File: config.mk
export PLATFORM = sky130hd
export DESIGN_NAME = regfile_write_arbiter
export DESIGN_NICKNAME = d
export VERILOG_FILES = /design/src/rtl/rf_pkg.sv /design/src/rtl/rf_wr_fifo.sv /design/src/rtl/regfile_write_arbiter.sv
export SDC_FILE = /design/constraint.sdc
export NUM_CORES = 1
export LEC_CHECK = 0
export CORE_UTILIZATION = 40
export CTS_CLUSTER_DIAMETER = 100
export DETAILED_ROUTE_END_ITERATION = 10
export GPL_ROUTABILITY_DRIVEN = 0
export GPL_TIMING_DRIVEN = 1
export SLEW_MARGIN = 20
export SYNTH_ARGS = -nofsm -noshare
export SYNTH_HDL_FRONTEND = slang
export SYNTH_SLANG_ARGS = --single-unit
export TNS_END_PERCENT = 100
File: constraint.sdc
create_clock -name clk -period 6.2 [get_ports clk]
set_clock_uncertainty 0.2 [all_clocks]
set_input_delay 0.93 -clock clk [delete_from_list [all_inputs] [get_ports clk]]
set_output_delay 0.93 -clock clk [all_outputs]
set_load 0.005 [all_outputs]
File: src/rtl/rf_pkg.sv
// Shared types and constants for the register-file write arbiter.
package rf_pkg;

    localparam int unsigned RF_DATA_W = 32;
    localparam int unsigned RF_ADDR_W = 5;

    // Writes to this register are accepted but dropped; x0 is hard-wired zero.
    localparam logic [RF_ADDR_W-1:0] X0_ADDR = '0;

    typedef struct packed {
        logic [RF_ADDR_W-1:0] addr;
        logic [RF_DATA_W-1:0] data;
    } rf_wr_t;

endpackage

File: src/rtl/rf_wr_fifo.sv
// DEPTH-entry synchronous FIFO of pending register writes. The whole entry array and a
// per-slot valid vector are exported so the top level can search queued writes for hazards.
module rf_wr_fifo
    import rf_pkg::*;
#(
    parameter int unsigned DEPTH   = 2,
    parameter type         entry_t = rf_wr_t
) (
    input  logic             clk,
    input  logic             rst_n,
    input  logic             push,
    input  entry_t           wdata,
    input  logic             pop,
    output logic             full,
    output logic             empty,
    output entry_t           head,
    output logic [DEPTH-1:0] vld,
    output entry_t           entries [DEPTH]
);

    localparam int unsigned IW = $clog2(DEPTH);
    localparam int unsigned PW = IW + 1;

    logic [PW-1:0] wr_ptr_q;
    logic [PW-1:0] rd_ptr_q;
    logic [PW-1:0] count;
    entry_t        mem_q [DEPTH];

    // Pointer update; the extra MSB distinguishes full from empty after a wrap.
    always_ff @(posedge clk) begin
        if (!rst_n) begin
            wr_ptr_q <= '0;
            rd_ptr_q <= '0;
        end else begin
            if (push) wr_ptr_q <= wr_ptr_q + PW'(1);
            if (pop)  rd_ptr_q <= rd_ptr_q + PW'(1);
        end
    end

    // Entry storage; contents are don't-care until marked valid by the pointers.
    always_ff @(posedge clk) begin
        if (push) mem_q[wr_ptr_q[IW-1:0]] <= wdata;
    end

    assign empty   = (wr_ptr_q == rd_ptr_q);
    assign full    = (wr_ptr_q[IW] != rd_ptr_q[IW]) &&
                     (wr_ptr_q[IW-1:0] == rd_ptr_q[IW-1:0]);
    assign head    = mem_q[rd_ptr_q[IW-1:0]];
    assign count   = wr_ptr_q - rd_ptr_q;
    assign entries = mem_q;

    // Slot i holds a live entry when its distance from the read slot is below the occupancy.
    always_comb begin
        vld = '0;
        for (int i = 0; i < int'(DEPTH); i++) begin
            logic [IW-1:0] off;
            off    = IW'(i) - rd_ptr_q[IW-1:0];
            vld[i] = ({1'b0, off} < count);
        end
    end

endmodule

File: src/rtl/regfile_write_arbiter.sv
// Shares the register file's single write port between the ALU (req0) and the load unit
// (req1). Each requester has its own FIFO; a round-robin arbiter drains the heads into a
// registered issue stage, and the decode stage can query queued/issuing writes for RAW hazards.
module regfile_write_arbiter
    import rf_pkg::*;
#(
    parameter int unsigned DATA_W = RF_DATA_W,
    parameter int unsigned ADDR_W = RF_ADDR_W,
    parameter int unsigned DEPTH  = 2
) (
    input  logic              clk,
    input  logic              rst_n,
    input  logic              req0_valid,
    output logic              req0_ready,
    input  logic [ADDR_W-1:0] req0_addr,
    input  logic [DATA_W-1:0] req0_data,
    input  logic              req1_valid,
    output logic              req1_ready,
    input  logic [ADDR_W-1:0] req1_addr,
    input  logic [DATA_W-1:0] req1_data,
    output logic              rf_we3,
    output logic [ADDR_W-1:0] rf_a3,
    output logic [DATA_W-1:0] rf_wd3,
    input  logic [ADDR_W-1:0] chk_a1,
    input  logic [ADDR_W-1:0] chk_a2,
    output logic              pend1,
    output logic              pend2,
    output logic              busy
);

    typedef struct packed {
        logic [ADDR_W-1:0] addr;
        logic [DATA_W-1:0] data;
    } wr_t;

    logic             full0, empty0, full1, empty1;
    logic             push0, push1;
    logic             gnt0, gnt1;
    logic             fav1_q, fav1_d;
    wr_t              head0, head1;
    logic [DEPTH-1:0] vld0, vld1;
    wr_t              ent0 [DEPTH];
    wr_t              ent1 [DEPTH];

    // No pass-through: a full FIFO refuses even when it pops this cycle.
    assign req0_ready = rst_n & ~full0;
    assign req1_ready = rst_n & ~full1;

    // Writes to x0 complete the handshake but are never queued.
    assign push0 = req0_valid & req0_ready & (req0_addr != ADDR_W'(X0_ADDR));
    assign push1 = req1_valid & req1_ready & (req1_addr != ADDR_W'(X0_ADDR));

    rf_wr_fifo #(
        .DEPTH   (DEPTH),
        .entry_t (wr_t)
    ) u_fifo0 (
        .clk     (clk),
        .rst_n   (rst_n),
        .push    (push0),
        .wdata   ({req0_addr, req0_data}),
        .pop     (gnt0),
        .full    (full0),
        .empty   (empty0),
        .head    (head0),
        .vld     (vld0),
        .entries (ent0)
    );

    rf_wr_fifo #(
        .DEPTH   (DEPTH),
        .entry_t (wr_t)
    ) u_fifo1 (
        .clk     (clk),
        .rst_n   (rst_n),
        .push    (push1),
        .wdata   ({req1_addr, req1_data}),
        .pop     (gnt1),
        .full    (full1),
        .empty   (empty1),
        .head    (head1),
        .vld     (vld1),
        .entries (ent1)
    );

    // Round-robin grant; equal head addresses force req0 first so req1's value lands last.
    always_comb begin
        logic same_addr;
        same_addr = !empty0 && !empty1 && (head0.addr == head1.addr);
        gnt0      = !empty0 && (empty1 || same_addr || !fav1_q);
        gnt1      = !empty1 && !gnt0;
        fav1_d    = fav1_q;
        if (gnt0) fav1_d = 1'b1;
        if (gnt1) fav1_d = 1'b0;
    end

    // Round-robin pointer: set means req1 is favoured on the next contention.
    always_ff @(posedge clk) begin
        if (!rst_n) fav1_q <= 1'b0;
        else        fav1_q <= fav1_d;
    end

    // Issue register driving the register-file write port.
    always_ff @(posedge clk) begin
        if (!rst_n) begin
            rf_we3 <= 1'b0;
            rf_a3  <= '0;
            rf_wd3 <= '0;
        end else begin
            rf_we3 <= gnt0 | gnt1;
            if (gnt0) begin
                rf_a3  <= head0.addr;
                rf_wd3 <= head0.data;
            end else if (gnt1) begin
                rf_a3  <= head1.addr;
                rf_wd3 <= head1.data;
            end
        end
    end

    // Hazard lookup across both FIFOs and the issuing write; x0 never reports pending.
    always_comb begin
        pend1 = 1'b0;
        pend2 = 1'b0;
        for (int i = 0; i < int'(DEPTH); i++) begin
            if (vld0[i] && ent0[i].addr == chk_a1) pend1 = 1'b1;
            if (vld1[i] && ent1[i].addr == chk_a1) pend1 = 1'b1;
            if (vld0[i] && ent0[i].addr == chk_a2) pend2 = 1'b1;
            if (vld1[i] && ent1[i].addr == chk_a2) pend2 = 1'b1;
        end
        if (rf_we3 && rf_a3 == chk_a1) pend1 = 1'b1;
        if (rf_we3 && rf_a3 == chk_a2) pend2 = 1'b1;
        if (chk_a1 == ADDR_W'(X0_ADDR)) pend1 = 1'b0;
        if (chk_a2 == ADDR_W'(X0_ADDR)) pend2 = 1'b0;
    end

    // Activity flag: anything queued or a write on the port this cycle.
    assign busy = !empty0 || !empty1 || rf_we3;

endmodule

Yosys cells after proc, flatten, opt, wreduce, memory -nomap -nowiden
Index checks and enable logic that the tools add are counted.
{"block": "totals", "reg_bits": 195, "inputBits": 88, "output_inout_bits": 43, "elab_cells": 127}
{"block": "op_classes", "add_sub_neg": 10, "order_cmp": 10, "n_eq_ne": 17, "mux": 28, "bitwise_logic": 14, "n_reduce_logical": 32}
{"op": "$mux W37", "count": 8}
{"op": "$bwmux W74", "count": 2}
{"op": "$demux W37 S1", "count": 2}
{"op": "$mux W32", "count": 2}
{"op": "$eq A5 B5 Y1", "count": 11}
{"op": "$logic_and A1 B1 Y1", "count": 18}
{"op": "$mux W1", "count": 12}
{"op": "$logic_not A5 Y1", "count": 2}
{"op": "$mux W5", "count": 2}
{"op": "$reduce_bool A5 Y1", "count": 2}
{"op": "$add A2 B1 Y2 const B", "count": 4}
{"op": "$ge A2 B2 Y1 const B", "count": 4}
{"op": "$lt A1 B2 Y1", "count": 4}
{"op": "$not A1 Y2", "count": 4}
{"op": "$and A1 B1 Y1", "count": 6}
{"op": "$eq A2 B2 Y1", "count": 2}
{"op": "$logic_not A1 Y1", "count": 4}
{"op": "$logic_or A1 B1 Y1", "count": 4}
{"op": "$lt A2 B1 Y1 const B", "count": 2}
{"op": "$sub A1 B1 Y1 const A", "count": 4}
{"op": "$sub A2 B2 Y2", "count": 2}
{"op": "$not A1 Y1", "count": 3}
{"op": "$eq A1 B1 Y1", "count": 2}
{"op": "$ne A1 B1 Y1", "count": 2}
{"op": "3 further kinds", "count": 3}

Depth between registers and ports, before layout
Gate-level depths: netlist (run 1).
{"block": "depth", "depth_word": 13, "mapped_depth": 10, "ltp_nobuf": 8}

Hierarchy
A second synthesis (run 1) with hierarchy kept.
{"block": "hier_totals", "cells_unflattened": 612, "area_unflattened_um2": 8998.6}
{"mod": "rf_wr_fifo", "instances": 2, "cells_per_inst": 145, "area_each_um2": 3103.0, "seq_area_each_um2": 2302.2}
{"mod": "regfile_write_arbiter", "instances": 1, "cells_per_inst": 322, "area_each_um2": 2792.7, "seq_area_each_um2": 780.7}

Least setup slack after synthesis (run 1)
Ideal clock, no wire load.
{"block": "synth_path", "path_kind": "register to register", "start": "register u_fifo1.rd_ptr_q[0]", "end": "register u_fifo1.mem_q, in the netlist u_fifo1.entries[0], enable pin", "setup_time_ns": 0.482, "t_arrival_ns": 3.846, "required_time_ns": 5.518, "path_slack_ns": 1.673, "stages_incl_launch_ff": 7, "path_buffers": 1, "synth_period_minus_slack_ns": 4.527, "cell_sequence": "dfxtp_1 buf_6 inv_1 ha_1 inv_1 o21ai_0 nor3_1"}
{"block": "synth_between", "elab_chain_cells": 6}
{"item": "start: declaration", "line": "rf_wr_fifo.sv:25", "rtl": "logic [PW-1:0] rd_ptr_q;"}
{"item": "start signal: assignment", "line": "rf_wr_fifo.sv:36", "rtl": "if (pop) rd_ptr_q <= rd_ptr_q + PW'(1);"}
{"item": "$eq A1 B1 Y1", "line": "rf_wr_fifo.sv:47", "rtl": "(wr_ptr_q[IW-1:0] == rd_ptr_q[IW-1:0]);"}
{"item": "$logic_and A1 B1 Y1", "line": "rf_wr_fifo.sv:46", "rtl": "assign full = (wr_ptr_q[IW] != rd_ptr_q[IW]) &&"}
{"item": "$not A1 Y1", "line": "regfile_write_arbiter.sv:47", "rtl": "assign req1_ready = rst_n & ~full1;"}
{"item": "$and A1 B1 Y1", "line": "regfile_write_arbiter.sv:47"}
{"item": "$and A1 B1 Y1 (2 in series)", "line": "regfile_write_arbiter.sv:51", "rtl": "assign push1 = req1_valid & req1_ready & (req1_addr != ADDR_W'(X0_ADDR));"}
{"item": "end signal: indexed assignment", "line": "rf_wr_fifo.sv:42", "rtl": "if (push) mem_q[wr_ptr_q[IW-1:0]] <= wdata;"}
{"item": "end: declaration", "line": "rf_wr_fifo.sv:27", "rtl": "entry_t mem_q [DEPTH];"}
Every way passes these cells.
A chain may end at the register's enable or synchronous reset.

Final worst setup path (run 1)
{"block": "layout_path", "start": "register u_fifo1.rd_ptr_q[0]", "end": "output req1_ready"}
{"block": "layout_between", "elab_chain_cells": 4}
{"item": "$eq A1 B1 Y1", "line": "rf_wr_fifo.sv:47"}
{"item": "$logic_and A1 B1 Y1", "line": "rf_wr_fifo.sv:46"}
{"item": "$not A1 Y1", "line": "regfile_write_arbiter.sv:47"}
{"item": "$and A1 B1 Y1", "line": "regfile_write_arbiter.sv:47"}
{"item": "end: declaration", "line": "regfile_write_arbiter.sv:18", "rtl": "output logic req1_ready,"}
Every way passes these cells.

==> flow_summary.json, run 1 <==
{
  "mostFrequentLayoutCells": "edfxtp_1, clkdlybuf4s50_1, mux2i_1, dfxtp_1, a2bb2oi_1",
  "fill_cells": 1689,
  "slew_headroom_pct": 50.03,
  "drv_cap": 0,
  "antenna_found_initial": 0,
  "core-area_um2": 19400,
  "p_switching_mw": 1.253,
  "clockRootBuffer": "clkbuf_16",
  "synth_simple_gate_area_share_pct": 3.515,
  "crit_required_ps": 5070,
  "critical_path_class": "reg2out",
  "rows": 51,
  "numPortBuffers": 130,
  "finalHoldViolCount": 0,
  "hold_path_depth": 2,
  "avgSynthCellArea_um2": 15.08,
  "die-area_um2": 20320,
  "intPower_mw": 3.004,
  "multi_input_area_um2": 2345,
  "synth_enable_flop_cells": 148,
  "dr_total_vias": 4798,
  "htreeDepth": 4,
  "yosys-mux-area-fraction_pct": 9.500,
  "postCtsHoldBufs": 0,
  "endpoint_kind": "output pin",
  "die_x_um": 142.6,
  "p_leak_nw": 3.392,
  "seq_power_share_pct": 41.3,
  "clk_path_buf_depth": 2,
  "dr.pass1.iters": 4,
  "netlist_instances": 524,
  "ff_latch_area_um2": 5388,
  "synth_warnings": 0,
  "ys.flop_type": "edfxtp_1",
  "overflow": 0,
  "wl_per_cell_um": 18.97,
  "critPathMaxFanout": 27,
  "status": "finished clean",
  "hold_ws_ps": 277.8,
  "arrival_ps": 3260,
  "synth_top_family_by_area": "multiplexers",
  "ctsResizeCount": 0,
  "drive_gt1_share_pct": 7.784,
  "final_common_cell": "edfxtp_1",
  "tns_ps": 0,
  "n_antenna_cell": 0,
  "p_sw_share_pct": 29.43,
  "routed_via_density": 5.143,
  "reg2reg_depth": 9,
  "min_period_ps": 4388,
  "die_y_um": 142.6,
  "drt_iter0_drc": 290,
  "drtAntennaViolNets": 0,
  "worst_pin_slew_ps": 748.1,
  "post-place-cells": 901,
  "instances_no_fill": 933,
  "syn_nets": 618,
  "fin_crit_sh_pct": 70.77,
  "start_kind": "register",
  "cts.clk_slew.worst_paths_ps": 60,
  "place_hpwl_um": 11790,
  "setup_viol": 0,
  "synth_seq_cells": 195,
  "grt_pass1_wl_um": 27020,
  "ys_seq_area_share_pct": 68.14,
  "hp-class": "reg2reg",
  "rsz0062_at_grt": "false",
  "synth_compound_area_share_pct": 8.724,
  "p_per_area_nw_per_um2": 419.7,
  "clk_latency_ps": 430,
  "nets": 749,
  "clock_sinks": 195,
  "async_flop_share_pct": 0,
  "synth-xor-area-share_pct": 6.650,
  "grt_pass1_vias": 4961,
  "grt_max_degree": 40,
  "final_core_util_pct": 52.29,
  "synthAdderAreaFrac_pct": 0.9500,
  "report.final.slew_viol_count": 0,
  "cts_inserted_buffers": 17,
  "grt_use_total_pct": 18.26,
  "pwr-share-comb_pct": 30.3,
  "vdd_drop_max_mv": 0.2935,
  "r2r_setup_slack_ps": 2690,
  "initial_core_util_pct": 40.74,
  "setup_slack_ps": 1812,
  "cts_tree": "yes",
  "drc": 0,
  "syn_area_um2": 7903,
  "ys_types": 40,
  "top_level_ports": 131,
  "fmax_mhz": 227.9,
  "post-place-ws_ps": 2101,
  "syn_to_final_growth_pct": 28.36,
  "clock_power_share_pct": 28.4,
  "wirelength_um": 17700,
  "post_cts_buffers": 0
}
[cell type report]
| type | instances | area share, % |
|---|---|---|
| clock inverters | 14 | 2.257 |
| well taps | 265 | 3.269 |
| flip-flops and latches | 195 | 53.11 |
| multi-input cells | 289 | 23.12 |
| inverters | 12 | 0.4441 |
| repair buffers | 140 | 13.57 |
| clock buffers | 18 | 4.231 |
[synth_stat cells, drive strengths merged (5+ instances only)]
library cell	count	area (um2)
ha	6	75.07
clkbuf	17	63.81
nand2	5	18.77
dfxtp	47	940.9
nand4	6	52.55
a2bb2oi	37	324.1
inv	11	41.29
nor3	6	35.03
nand3	6	30.03
nor4	6	37.54
buf	11	90.08
o211ai	5	37.54
xnor2	31	271.5
o21ai	44	220.2
xor2	29	254.0
mux2i	75	750.7
edfxtp	148	4444
nor2	8	30.03
[power groups by stage]
stage | Combinational (mW) | Sequential [mW] | Clock, mW
5_1_grt | 1.41 | 1.79 | 1.29
2_1_floorplan | 0.777 | 1.75 | 0
3_5_place_dp | 1.30 | 1.79 | 0
6_report | 1.29 | 1.76 | 1.21
3_3_place_gp | 1.28 | 1.78 | 0
4_1_cts | 1.31 | 1.76 | 1.23
[state kept, by name, summed over array words and instances (netlist names)]
name / count
rf_we3: 1
u_fifo1.entries: 74
rf_wd3: 32
u_fifo1.rd_ptr_q: 2
u_fifo0.rd_ptr_q: 2
fav1_q: 1
rf_a3: 5
u_fifo0.entries: 74
u_fifo1.wr_ptr_q: 2
u_fifo0.wr_ptr_q: 2
[through the flow]
step	instance area, um2	total power, mW
after floorplan	7903	2.526
after global placement	9485	3.062
after detailed placement	9485	3.091
after CTS	10140	4.308
after global routing	10140	4.481
final	10140	4.257
[path summary, 6_finish.rpt]
check	from	to
max	u_fifo1.rd_ptr_q[0]	req1_ready
min reg2reg	rf_wd3[25]	rf_wd3[25]
max reg2reg	u_fifo1.rd_ptr_q[0]	rf_wd3[24]
min	rf_wd3[25]	rf_wd3[25]
[layer usage]
| layer | up-vias | share of wire, % | global-route usage (%) |
|---|---|---|---|
| li1 | 2253 | - | - |
| met1 | 2368 | 42 | 21.92 |
| met2 | 153 | 50 | 30.83 |
| met3 | 24 | 6.6 | 5.384 |
| met4 | 0 | 1.7 | 7.074 |
| met5 | - | 0 | 0 |
[kinds of logic (layout without fill, tap and decap cells)]
| logic type | Yosys count | in the layout |
|---|---|---|
| DFF | 195 | 195 |
| AOI/OAI and AO/OA | 100 | 100 |
| muxes | 75 | 75 |
| xor gates and xnor gates | 60 | 60 |
| and+or+nand+nor | 48 | 48 |
| buffers and inverters | 40 | 184 |
| adders and majority gates | 6 | 6 |
[worst max-delay path, stage by stage, from the launching register on]
cell and delay (ps):
dfxtp_2 580, buf_4 530, inv_1 180, ha_1 380
inv_1 60, o21ai_0 450, inv_1 160, clkdlybuf4s50_1 480
Power figures use the tool's default switching activity.
==> run 2, diff against run 1 <==
PLACE_DENSITY = 0.65   (was default)
clock period = 3.85 ns   (was 6.2 ns; I/O delays follow)
==> run 2 against run 1 <==
  * Cell count rose by 0.32%
  * Clock power rose by 43%
  * Register-to-register slack got worse by 1800 ps
  * Non-clock buffer count rose by 3
  * Final area barely moved
  * Core utilization barely moved
  * Total power rose by 56%
==> flow_summary.json, run 2 (same netlist as run 1, synthesis figures left out) <==
{
  "setup_viol": 0,
  "crit_required_ps": 3070,
  "rows": 51,
  "fmax_mhz": 291.2,
  "n_antenna_cell": 0,
  "path_cells": "clkdlybuf4s50_1 > xnor2_1 > nand4_1 > o311ai_0 > o22a_1 > clkdlybuf4s50_1",
  "slew_headroom_pct": 43.23,
  "drtAntennaViolNets": 0,
  "dr.pass1.iters": 5,
  "post_cts_buffers": 0,
  "htreeDepth": 4,
  "startpoint": "chk_a2[4]",
  "min_period_ps": 3434,
  "core-area_um2": 19400,
  "r2r_setup_slack_ps": 930,
  "p_per_area_nw_per_um2": 656.9,
  "antenna_found_initial": 1,
  "rsz0062_at_grt": "false",
  "ctsResizeCount": 0,
  "grt_max_degree": 38,
  "slowest_delay_ps": 680,
  "overflow": 0,
  "drive_gt1_share_pct": 7.899,
  "die_x_um": 142.6,
  "postCtsHoldBufs": 0,
  "cts_inserted_buffers": 17,
  "start_kind": "input pin",
  "cts.clk_slew.worst_paths_ps": 70,
  "wirelength_um": 17650,
  "nets": 752,
  "post-place-ws_ps": 332.2,
  "cts_tree": "yes",
  "wl_per_cell_um": 18.86,
  "hold_path_depth": 2,
  "reg2reg_depth": 7,
  "grt_pass1_vias": 5070,
  "vdd_drop_max_mv": 0.3355,
  "p_leak_nw": 3.380,
  "post-route-cell-area_um2": 10140,
  "cpMaxStageDelayCell": "clkdlybuf4s50_1",
  "die_y_um": 142.6,
  "dr_total_vias": 4793,
  "hold-path-endpoint": "rf_wd3[29]",
  "fin_crit_sh_pct": 89.20,
  "syn_to_final_growth_pct": 28.29,
  "numPortBuffers": 130,
  "cpMostUsedCell": "clkdlybuf4s50_1",
  "min-delay-start": "rf_wd3[29]",
  "report.final.slew_viol_count": 0,
  "endpoint_kind": "output pin",
  "drc": 0,
  "drt_iter0_drc": 259,
  "critPathMaxFanout": 6,
  "arrival_ps": 2660,
  "place_hpwl_um": 11830,
  "top_level_ports": 131,
  "final_common_cell": "edfxtp_1",
  "clockRootBuffer": "clkbuf_16",
  "initial_core_util_pct": 40.74,
  "clk_latency_ps": 420,
  "routed_via_density": 5.121,
  "clk_path_buf_depth": 2,
  "hold_ws_ps": 281.9,
  "finalHoldViolCount": 0,
  "grt_use_total_pct": 18.38,
  "mostFrequentLayoutCells": "edfxtp_1, clkdlybuf4s50_1, mux2i_1, dfxtp_1, a2bb2oi_1",
  "hp-class": "reg2reg",
  "setup_slack_ps": 415.7,
  "clock_sinks": 195,
  "drv_cap": 0,
  "tns_ps": 0,
  "worst_pin_slew_ps": 851.5,
  "critical_path_class": "in2out",
  "place_area_um2": 9538,
  "r2r_end": "rf_wd3[31]",
  "timing.rr.start": "u_fifo0.rd_ptr_q[0]",
  "die-area_um2": 20320,
  "status": "finished clean",
  "grt_pass1_wl_um": 27700
}
## run 2: how the worst max path moves through the flow
stage	endpoint	slack, ps	depth (start not counted)
5_1_grt	pend2	270	7
4_1_cts	pend2	440	7
3_3_place_gp	u_fifo1.entries[27]	400	5
2_1_floorplan	u_fifo1.entries[0]	480	6
3_5_place_dp	u_fifo1.entries[29]	330	5
6_report	pend2	420	6
## run 2: final cells by class
class                           instances  area [um2]
Fill cell                            1680        9260
Sequential cell                       195        5388
Multi-Input combinational cell        289        2370
Timing Repair Buffer                  143        1419
Clock buffer                           19       432.9
Tap cell                              265       331.6
Clock inverter                         13       152.6
Inverter                               12       45.04
## run 2: critical path: cells and delay by family
kind	cells	cell delay, ps
buffers and inverters	2	1180
XOR/XNOR	1	180
AND/OR/NAND/NOR	1	120
AO/OA/AOI/OAI	2	600
## run 2: routing by layer
metal	vias to the layer above	track usage (%)	share of wire, %
met2	129	32.12	52
met5	-	0	0.062
met3	14	5.384	5.6
met1	2379	21.49	41
met4	2	6.225	1.1
li1	2269	-	-
## run 2: power breakdown
group | internal [mW] | switching, mW
combinational | 1.09 | 1.02
sequential | 2.59 | 0.221
clock | 0.969 | 0.765
## run 2: through the flow
stage,cells,util [%],power (mW)
finish,936,52.26,6.660
global route,936,52.26,7.007
CTS,935,52.19,6.736
detailed placement,903,49.17,4.985
global placement,903,49.17,4.942
floorplan,524,-,4.067
==> run 3, diff against run 2 <==
CAP_MARGIN = 20   (was default)
==> results of run 3 <==
Final layout, timing and power as in run 2 (identical DEF).
